File: config.mk
export PLATFORM = sky130hd
export DESIGN_NAME = seg7_scan_flat
export DESIGN_NICKNAME = d
export VERILOG_FILES = /design/src/rtl/seg7_pkg.sv /design/src/rtl/seg7_if.sv /design/src/rtl/seg7_decode.sv /design/src/rtl/seg7_scan.sv /design/src/flat_wrapper.sv
export SDC_FILE = /design/constraint.sdc
export NUM_CORES = 1
export LEC_CHECK = 0
export BUFFER_PORTS_ARGS = -buffer_cell sky130_fd_sc_hd__buf_2
export CAP_MARGIN = 20
export CORE_MARGIN = 2
export CORE_UTILIZATION = 51
export CTS_BUF_LIST = sky130_fd_sc_hd__clkbuf_16
export DETAILED_ROUTE_END_ITERATION = 8
export MAX_ROUTING_LAYER = met4
export PLACE_DENSITY_LB_ADDON = 0.2
export SKIP_LAST_GASP = 1
export SLEW_MARGIN = 20
export SYNTH_ARGS = -nofsm -noshare
export SYNTH_HDL_FRONTEND = slang
export SYNTH_SLANG_ARGS = --single-unit
File: constraint.sdc
create_clock -name clk -period 2 [get_ports clk]
set_input_delay 0.1 -clock clk [delete_from_list [all_inputs] [get_ports clk]]
set_output_delay 0.1 -clock clk [all_outputs]
set_load 0.05 [all_outputs]
File: src/rtl/seg7_pkg.sv
// Shared widths and active-low segment codes (bit6 = a ... bit0 = g).
package seg7_pkg;
  localparam int NIB_W = 4;
  localparam int SEG_W = 7;

  localparam logic [SEG_W-1:0] SEG_BLANK = 7'b1111111;
  localparam logic [SEG_W-1:0] SEG_0 = 7'b0000001;
  localparam logic [SEG_W-1:0] SEG_1 = 7'b1001111;
  localparam logic [SEG_W-1:0] SEG_2 = 7'b0010010;
  localparam logic [SEG_W-1:0] SEG_3 = 7'b0000110;
  localparam logic [SEG_W-1:0] SEG_4 = 7'b1001100;
  localparam logic [SEG_W-1:0] SEG_5 = 7'b0100100;
  localparam logic [SEG_W-1:0] SEG_6 = 7'b0100000;
  localparam logic [SEG_W-1:0] SEG_7 = 7'b0001101;
  localparam logic [SEG_W-1:0] SEG_8 = 7'b0000000;
  localparam logic [SEG_W-1:0] SEG_9 = 7'b0000100;
  localparam logic [SEG_W-1:0] SEG_A = 7'b0001000;
  localparam logic [SEG_W-1:0] SEG_B = 7'b1100000;
  localparam logic [SEG_W-1:0] SEG_C = 7'b0110001;
  localparam logic [SEG_W-1:0] SEG_D = 7'b1000010;
  localparam logic [SEG_W-1:0] SEG_E = 7'b0110000;
  localparam logic [SEG_W-1:0] SEG_F = 7'b0111000;
endpackage

File: src/rtl/seg7_if.sv
// Display bus: data/control toward the scanner, drive lines back out.
interface seg7_if #(parameter int NDIGIT = 4);
  logic [seg7_pkg::NIB_W*NDIGIT-1:0] digits;
  logic [NDIGIT-1:0]                 dp;
  logic                              load;
  logic [NDIGIT-1:0]                 blink_mask;
  logic                              hex_mode;
  logic                              blank_lz;
  logic [seg7_pkg::SEG_W-1:0]        seg;
  logic                              dp_n;
  logic [NDIGIT-1:0]                 an_n;

  modport master (output digits, dp, load, blink_mask, hex_mode, blank_lz,
                  input  seg, dp_n, an_n);
  modport slave  (input  digits, dp, load, blink_mask, hex_mode, blank_lz,
                  output seg, dp_n, an_n);
endinterface

File: src/rtl/seg7_decode.sv
// Nibble to active-low segment pattern; non-decimal values blank unless hex.
module seg7_decode
  import seg7_pkg::*;
(
  input  logic [NIB_W-1:0] nib,
  input  logic             hex_mode,
  output logic [SEG_W-1:0] seg
);
  // pure lookup
  always_comb begin
    seg = SEG_BLANK;
    case (nib)
      4'h0: seg = SEG_0;
      4'h1: seg = SEG_1;
      4'h2: seg = SEG_2;
      4'h3: seg = SEG_3;
      4'h4: seg = SEG_4;
      4'h5: seg = SEG_5;
      4'h6: seg = SEG_6;
      4'h7: seg = SEG_7;
      4'h8: seg = SEG_8;
      4'h9: seg = SEG_9;
      4'hA: seg = hex_mode ? SEG_A : SEG_BLANK;
      4'hB: seg = hex_mode ? SEG_B : SEG_BLANK;
      4'hC: seg = hex_mode ? SEG_C : SEG_BLANK;
      4'hD: seg = hex_mode ? SEG_D : SEG_BLANK;
      4'hE: seg = hex_mode ? SEG_E : SEG_BLANK;
      4'hF: seg = hex_mode ? SEG_F : SEG_BLANK;
      default: seg = SEG_BLANK;
    endcase
  end
endmodule

File: src/rtl/seg7_scan.sv
// Multiplexed 7-segment scanner: prescaled digit rotation, ghosting guard,
// leading-zero blanking and framewise blink, all outputs registered.
module seg7_scan
  import seg7_pkg::*;
#(
  parameter int NDIGIT       = 4,
  parameter int SCAN_DIV     = 50000,
  parameter int BLINK_FRAMES = 64
) (
  input  logic  clk,
  input  logic  rst_n,
  seg7_if.slave bus
);
  localparam int PW = $clog2(SCAN_DIV);
  localparam int IW = (NDIGIT > 1) ? $clog2(NDIGIT) : 1;
  localparam int FW = (BLINK_FRAMES > 1) ? $clog2(BLINK_FRAMES) : 1;

  logic [PW-1:0]                  presc;
  logic [IW-1:0]                  idx;
  logic [FW-1:0]                  fcnt;
  logic                           phase;
  logic                           tick, frame_end;
  logic [NDIGIT-1:0][NIB_W-1:0]   sh_dig;
  logic [NDIGIT-1:0]              sh_dp, sh_blk;
  logic [NDIGIT-1:0]              lz;
  logic                           lz_acc;
  logic                           blank;
  logic [SEG_W-1:0]               dec_seg;

  assign tick      = (presc == PW'(SCAN_DIV - 1));
  assign frame_end = tick && (idx == IW'(NDIGIT - 1));

  // prescaler: free-running 0..SCAN_DIV-1
  always_ff @(posedge clk or negedge rst_n) begin
    if (!rst_n)    presc <= '0;
    else if (tick) presc <= '0;
    else           presc <= presc + 1'b1;
  end

  // digit index advances once per tick, wrapping at the last digit
  always_ff @(posedge clk or negedge rst_n) begin
    if (!rst_n)         idx <= '0;
    else if (frame_end) idx <= '0;
    else if (tick)      idx <= idx + 1'b1;
  end

  // blink phase flips after every BLINK_FRAMES completed frames
  always_ff @(posedge clk or negedge rst_n) begin
    if (!rst_n) begin
      fcnt  <= '0;
      phase <= 1'b0;
    end else if (frame_end) begin
      if (fcnt == FW'(BLINK_FRAMES - 1)) begin
        fcnt  <= '0;
        phase <= ~phase;
      end else begin
        fcnt <= fcnt + 1'b1;
      end
    end
  end

  // shadow registers; scan timing is independent of load
  always_ff @(posedge clk or negedge rst_n) begin
    if (!rst_n) begin
      sh_dig <= '0;
      sh_dp  <= '0;
      sh_blk <= '0;
    end else if (bus.load) begin
      sh_dig <= bus.digits;
      sh_dp  <= bus.dp;
      sh_blk <= bus.blink_mask;
    end
  end

  // lz[i]: shadow digits i..NDIGIT-1 are all zero
  always_comb begin
    lz     = '0;
    lz_acc = 1'b1;
    for (int i = NDIGIT - 1; i >= 0; i--) begin
      lz_acc = lz_acc & (sh_dig[i] == '0);
      lz[i]  = lz_acc;
    end
  end

  assign blank = (bus.blank_lz && (idx != '0) && lz[idx]) ||
                 (phase && sh_blk[idx]);

  seg7_decode u_dec (
    .nib      (sh_dig[idx]),
    .hex_mode (bus.hex_mode),
    .seg      (dec_seg)
  );

  // output register; anodes all off for the cycle after each tick
  always_ff @(posedge clk or negedge rst_n) begin
    if (!rst_n) begin
      bus.seg  <= SEG_BLANK;
      bus.dp_n <= 1'b1;
      bus.an_n <= '1;
    end else begin
      bus.seg  <= blank ? SEG_BLANK : dec_seg;
      bus.dp_n <= blank | ~sh_dp[idx];
      bus.an_n <= tick ? '1 : ~(NDIGIT'(1) << idx);
    end
  end
endmodule

File: src/flat_wrapper.sv
// flat-port wrapper written by rule: the top's interface ports become plain ports
module seg7_scan_flat import seg7_pkg::*;
#(
  parameter int NDIGIT       = 4,
  parameter int SCAN_DIV     = 50000,
  parameter int BLINK_FRAMES = 64
)
  (clk, rst_n, bus_digits, bus_dp, bus_load, bus_blink_mask, bus_hex_mode, bus_blank_lz, bus_seg, bus_dp_n, bus_an_n);
  seg7_if #(.NDIGIT(NDIGIT)) bus_i ();
  input  logic clk;
  input  logic rst_n;
  input wire logic [$bits(bus_i.digits)-1:0] bus_digits;
  input wire logic [$bits(bus_i.dp)-1:0] bus_dp;
  input wire logic [$bits(bus_i.load)-1:0] bus_load;
  input wire logic [$bits(bus_i.blink_mask)-1:0] bus_blink_mask;
  input wire logic [$bits(bus_i.hex_mode)-1:0] bus_hex_mode;
  input wire logic [$bits(bus_i.blank_lz)-1:0] bus_blank_lz;
  output wire logic [$bits(bus_i.seg)-1:0] bus_seg;
  output wire logic [$bits(bus_i.dp_n)-1:0] bus_dp_n;
  output wire logic [$bits(bus_i.an_n)-1:0] bus_an_n;
  assign bus_i.digits = bus_digits;
  assign bus_i.dp = bus_dp;
  assign bus_i.load = bus_load;
  assign bus_i.blink_mask = bus_blink_mask;
  assign bus_i.hex_mode = bus_hex_mode;
  assign bus_i.blank_lz = bus_blank_lz;
  assign bus_seg = bus_i.seg;
  assign bus_dp_n = bus_i.dp_n;
  assign bus_an_n = bus_i.an_n;
  seg7_scan #(.NDIGIT(NDIGIT), .SCAN_DIV(SCAN_DIV), .BLINK_FRAMES(BLINK_FRAMES)) u_core (.clk(clk), .rst_n(rst_n), .bus(bus_i));
endmodule
# --- Yosys cells after proc, flatten, opt, wreduce, memory -nomap -nowiden ---
# Cells that the tools add are included.
totals:
  register_bits: 61
  latch_bits: 0
  mem_bits_rw: 0
  mem_bits_ro: 0
  inputBits: 29
  elab_cells: 77
  mem_count: 0
op_classes:
  n_addsub: 3
  multipliers: 0
  div_mod_pow: 0
  order_cmp: 1
  eq_ne: 18
  shifts: 1
  mux: 21
  bitwise: 7
  reduce_logical: 13
op_table:
  columns: ["op", "count"]
  rows:
  - ["$pmux W7 S16", 1]
  - ["$mux W7", 5]
  - ["$eq A4 B4 Y1 const B", 8]
  - ["$logic_not A4 Y1", 5]
  - ["$add A16 B1 Y16 const B", 1]
  - ["$eq A16 B16 Y1 const B", 1]
  - ["$eq A4 B3 Y1 const B", 4]
  - ["$mux W16", 1]
  - ["$mux W6", 2]
  - ["$bmux W4 S2", 1]
  - ["$eq A4 B2 Y1 const B", 2]
  - ["$mux W4", 2]
  - ["$add A6 B1 Y6 const B", 1]
  - ["$bmux W1 S2", 3]
  - ["$eq A6 B6 Y1 const B", 1]
  - ["$mux W5", 1]
  - ["$eq A4 B1 Y1 const B", 1]
  - ["$logic_and A1 B1 Y1", 4]
  - ["$mux W2", 2]
  - ["$not A4 Y4", 1]
  - ["$reduce_bool A2 Y1", 2]
  - ["$shl A1 B2 Y4 const A", 1]
  - ["$and A1 B1 Y1", 3]
  - ["$lt A2 B3 Y1 const B", 1]
  - ["7 further kinds", 10]

# --- Depth between registers and ports, before layout ---
depth:
  ltp_word: 9
  ltp_mapped: 7
  ltp_nobuf: 6

# --- Cells and area by module ---
# Synthesis repeated with hierarchy kept, for this count alone.
hier_totals:
  cells_unflattened: 262
  area_unflattened_um2: 3012.9
by_module_without_submodules:
  columns: ["module", "instances", "cells_each", "area_per_inst_um2", "seq_area_each_um2"]
  rows:
  - ["seg7_scan", 1, 219, 2758.9, 1541.5]
  - ["seg7_decode", 1, 43, 254.0, 0.0]

# --- Worst setup path before layout ---
# OpenSTA, ideal clock, no wires.
synth_timing:
  path_type: "flip-flop to flip-flop"
  startpoint: "register u_core.idx[0]"
  endpoint: "register u_core.bus.seg[3]"
  t_arrival_ps: 1925
  required_ps: 1934
  slack_ps: 10
  stages_incl_launch_ff: 7
  n_path_buf: 2
  synth_period_minus_slack_ps: 1990
  cell_sequence: "dfrtp_1 > buf_2 > mux4_2 > buf_2 > nand2b_1 > or3_1 > nand4_1"
synth_via:
  elab_chain_cells: 5
  word_cells_on_any_way: 29
  classes_between: "eq/ne (15); mux (8); reduce/logical (6)"
synth_rtl:
  columns: ["item", "line_no", "source"]
  rows:
  - ["start: declaration", "seg7_scan.sv:19", "logic [IW-1:0] idx;"]
  - ["start signal: assignment", "seg7_scan.sv:44", "else if (tick) idx <= idx + 1'b1;"]
  - ["$bmux W4 S2 (tied with other cells)", "seg7_scan.sv:89", ".nib (sh_dig[idx]),"]
  - ["$mux W4 (not written as such) (tied with other cells)", "seg7_scan.sv:89", null]
  - ["$eq A4 B4 Y1 (tied with other cells)", "seg7_decode.sv:12", "case (nib)"]
  - ["$pmux W7 S16 or $logic_or A1 B1 Y1 (tied branches)", "seg7_decode.sv:12, seg7_scan.sv:85", null]
  - ["$mux W7 (*)", "seg7_scan.sv:101", "bus.seg <= blank ? SEG_BLANK : dec_seg;"]
  - ["end signal: assignment", "seg7_scan.sv:101", null]
  - ["end: declaration", "seg7_if.sv:16", "output seg, dp_n, an_n);"]
# Every way passes the cells marked *; elsewhere a longest branch is shown, timed or not. The select of a mux whose other input is x is not followed.
# A chain may end at the register's enable or synchronous reset.

# --- Worst setup path in the final report ---
layout_timing:
  startpoint: "register u_core.presc[10]"
  endpoint: "register u_core.fcnt[4]"
layout_via:
  elab_chain_cells: 2
layout_rtl:
  columns: ["item", "line_no", "source"]
  rows:
  - ["start: declaration", "seg7_scan.sv:18", "logic [PW-1:0] presc;"]
  - ["start signal: assignment", "seg7_scan.sv:37", "else presc <= presc + 1'b1;"]
  - ["$eq A16 B16 Y1", "seg7_scan.sv:30", "assign tick = (presc == PW'(SCAN_DIV - 1));"]
  - ["$logic_and A1 B1 Y1", "seg7_scan.sv:31", "assign frame_end = tick && (idx == IW'(NDIGIT - 1));"]
  - ["end signal: assignment", "seg7_scan.sv:57", "fcnt <= fcnt + 1'b1;"]
  - ["end: declaration", "seg7_scan.sv:20", "logic [FW-1:0] fcnt;"]
# No other way between the ends.

==> flow_summary.ini <==
[synth]
synth_top_area_share_pct = 42.3
syn_inst = 245
ys_warn_count = 0
synthFlopType = dfrtp_1
synth_nets = 280
synth.avg_cell_area_um2 = 11.8
postSynth.asyncResetShare_pct = 100
netlist_area_um2 = 2900
synth_top_area_cell = dfrtp_1
synth_edf_count = 0
synth_seq_cells = 61
ys_seq_area_share_pct = 53.2
yosys-top-cells-area = dfrtp_1 (42%), dfstp_2 (11%), mux2_2 (9.7%), mux4_2 (4.7%), xor2_1 (3.6%)
synth_cell_type_count = 40

[detailed_routing]
first_iter_violations = 121
vias = 2096
wl_per_cell_um = 14.7
viasPerCell = 5.39
ant_nets = 0
drt-pass1-iter-count = 4
drc = 0
wl_um = 5700

[global_route]
grt_usage_pct = 21.0
grt_pass1_vias = 2042
grt_first_pass_wirelength_um = 9540
antenna_found_initial = 0
grt_overflow = 0
grt_max_degree = 62

[status]
outcome = complete, no violations

[floorplan]
dieArea_um2 = 6300
io_pins = 41
rows = 27
die_h_um = 79.4
start_util_pct = 52.6
die_w_um = 79.4
core_um2 = 5510

[timing]
fin_ws_ns = 0.0811
clock.fmax_mhz = 521
fin_skew_ns = 0.00688
tightest_slew_ns = 0.588
rsz0062_at_grt = false
relSlewSlack_pct = 60.4
fin_crit_sh_pct = 95.9
fin_crit_ns = 1.92
setup_violations = 0
hold_violations = 0
slew_violations = 0
fin_setup_tns_ns = 0

[hold_path]
min_from = bus_digits[9]
min_to = u_core.sh_dig[9]
hold_depth = 2
hold_path_class = in -> reg

[place]
portBuffers = 40
placed_cells = 355
dpl_worst_slack_ns = -0.0122
gp_congestion = 0.879
dp_hpwl_um = 3810

[flow_run]
drv_cap = 0

[cells_and_area]
diodes = 0
layout.nets = 347
layout_commonest_cell = dfrtp_1
drive_gt1_share_pct = 35.0
final_cell_mix = dfrtp_1 (49), buf_2 (40), mux2_2 (25), nand2_1 (22)
area_growth_pct = 27.7
nFillCells = 397
fin_cells = 389
postLayoutCoreUtil_pct = 67.2

[setup_path]
worstReg2RegEnd = u_core.fcnt[4]
ff2ff_path_depth = 5
reg2reg_slack_ns = 0.08
endpoint_kind = flop
arrival_ns = 2.13
crit_type = reg -> reg
rr_startpoint = u_core.presc[10]
worstSetupStartpointType = flop
required_ns = 2.21
path_max_fanout = 7

[cts]
clk_path_buf_depth = 2
cts_root_buf = clkbuf_16
clkLatencyLatePin_ns = 0.33
cts_tree = done
cts-htree-levels = 3
clk_pin_slew_worst_paths_ns = 0.06
cts.sinks = 61
numCtsBuffers = 9
post-cts-setup-buffers = 0

[pwr]
p_per_area_nw_per_um2 = 901
p_int_uw = 2470
total_power_uw = 3340
p_sw_uw = 869
power_frac_comb_pct = 12.3
p_sw_share_pct = 26.0
clkPwrFrac_pct = 46.4
irDropWorstVdd_mv = 0.884
pwr-share-seq_pct = 41.3
leakage_uw = 0.00163
layout make-up:
type / instances / area [µm²] / area share (%)
sequential: 61 / 1540 / 41.6
tap: 72 / 90.1 / 2.43
inverter: 4 / 15.0 / 0.406
timing repair buffer: 66 / 453 / 12.2
multi-input combinational: 170 / 1300 / 35.1
clock buffer: 9 / 225 / 6.08
clock inverter: 7 / 76.3 / 2.06
metal layers:
layer  part of all wire [%]  GRT usage (%)  vias to the layer above
met2                     45           28.4                       50
met3                    4.7           6.56                       12
li1                       -              -                     1024
met1                     48           28.4                     1010
met4                    2.3           11.0                        0
met5                      0              -                        -
kinds of logic (layout without fill, tap and decap cells):
| kind of cell | count (synthesis) | count (layout) | synth area share, % |
|---|---|---|---|
| adders and majority gates | 6 | 6 | 2.59 |
| and+or+nand+nor | 84 | 84 | 15.2 |
| muxes | 33 | 33 | 15.1 |
| buffers and inverters | 14 | 86 | 2.03 |
| DFF | 61 | 61 | 53.2 |
| AOI/OAI and AO/OA | 29 | 29 | 6.47 |
| xor gates and xnor gates | 18 | 18 | 5.44 |
synthesized netlist by cell type (4+ instances only):
master and instances:
dfrtp_1 49, mux4_2 6, nor4_1 6, inv_1 4, nand2_1 22, dfstp_2 12, xnor2_1 6, ha_1 6
xor2_1 12, and3_1 4, a21oi_1 4, mux2_2 25, clkbuf_1 7, o21ai_0 11, nand2b_1 6, nand3_1 10
nor2_1 18
state kept, by name (all words and copies together), names as in the netlist:
register and count:
u_core.fcnt 6, u_core.sh_blk 4, u_core.sh_dig 16, u_core.bus.seg 7, u_core.idx 2, u_core.bus.an_n 4
u_core.phase 1, u_core.presc 16, u_core.sh_dp 4, u_core.bus.dp_n 1
how the worst max path moves through the flow:
stage	start	to	slack (ns)
6_report	u_core.presc[10]	u_core.fcnt[4]	0.08
5_1_grt	u_core.idx[0]	u_core.bus.seg[2]	0.001
4_1_cts	u_core.presc[10]	u_core.fcnt[4]	0.04
3_5_place_dp	u_core.presc[10]	u_core.fcnt[4]	-0.01
3_3_place_gp	u_core.presc[10]	u_core.fcnt[4]	0.05
2_1_floorplan	u_core.idx[0]	u_core.bus.seg[3]	0.01
per-stage QoR:
step / instance area, µm² / hold WS [ns]
after floorplan: 2900 / -0.196
after global placement: 3220 / 0.132
after detailed placement: 3220 / 0.131
after CTS: 3700 / 0.000351
after global routing: 3700 / 0.00239
final: 3700 / 0.00417
power groups by stage:
stage	clock network, µW	logic (µW)	registers (µW)
6_report	1550	412	1380
5_1_grt	1640	447	1390
4_1_cts	1580	413	1380
3_5_place_dp	0	385	1400
3_3_place_gp	0	379	1390
2_1_floorplan	0	167	1500
timing repair:
item,in CTS,in global routing
hold buffers,18,0
hold endpoints to repair,66,0
gates resized for setup,1,1
setup endpoints to repair,1,1
worst max-delay path, cell delays in order (launching register included):
cell	delay, ns
dfrtp_1	0.40
or4b_4	0.55
nor4_4	0.32
and2_4	0.24
nand4_1	0.13
xnor2_1	0.15
Note: power is estimated with default switching activity, not from simulation.
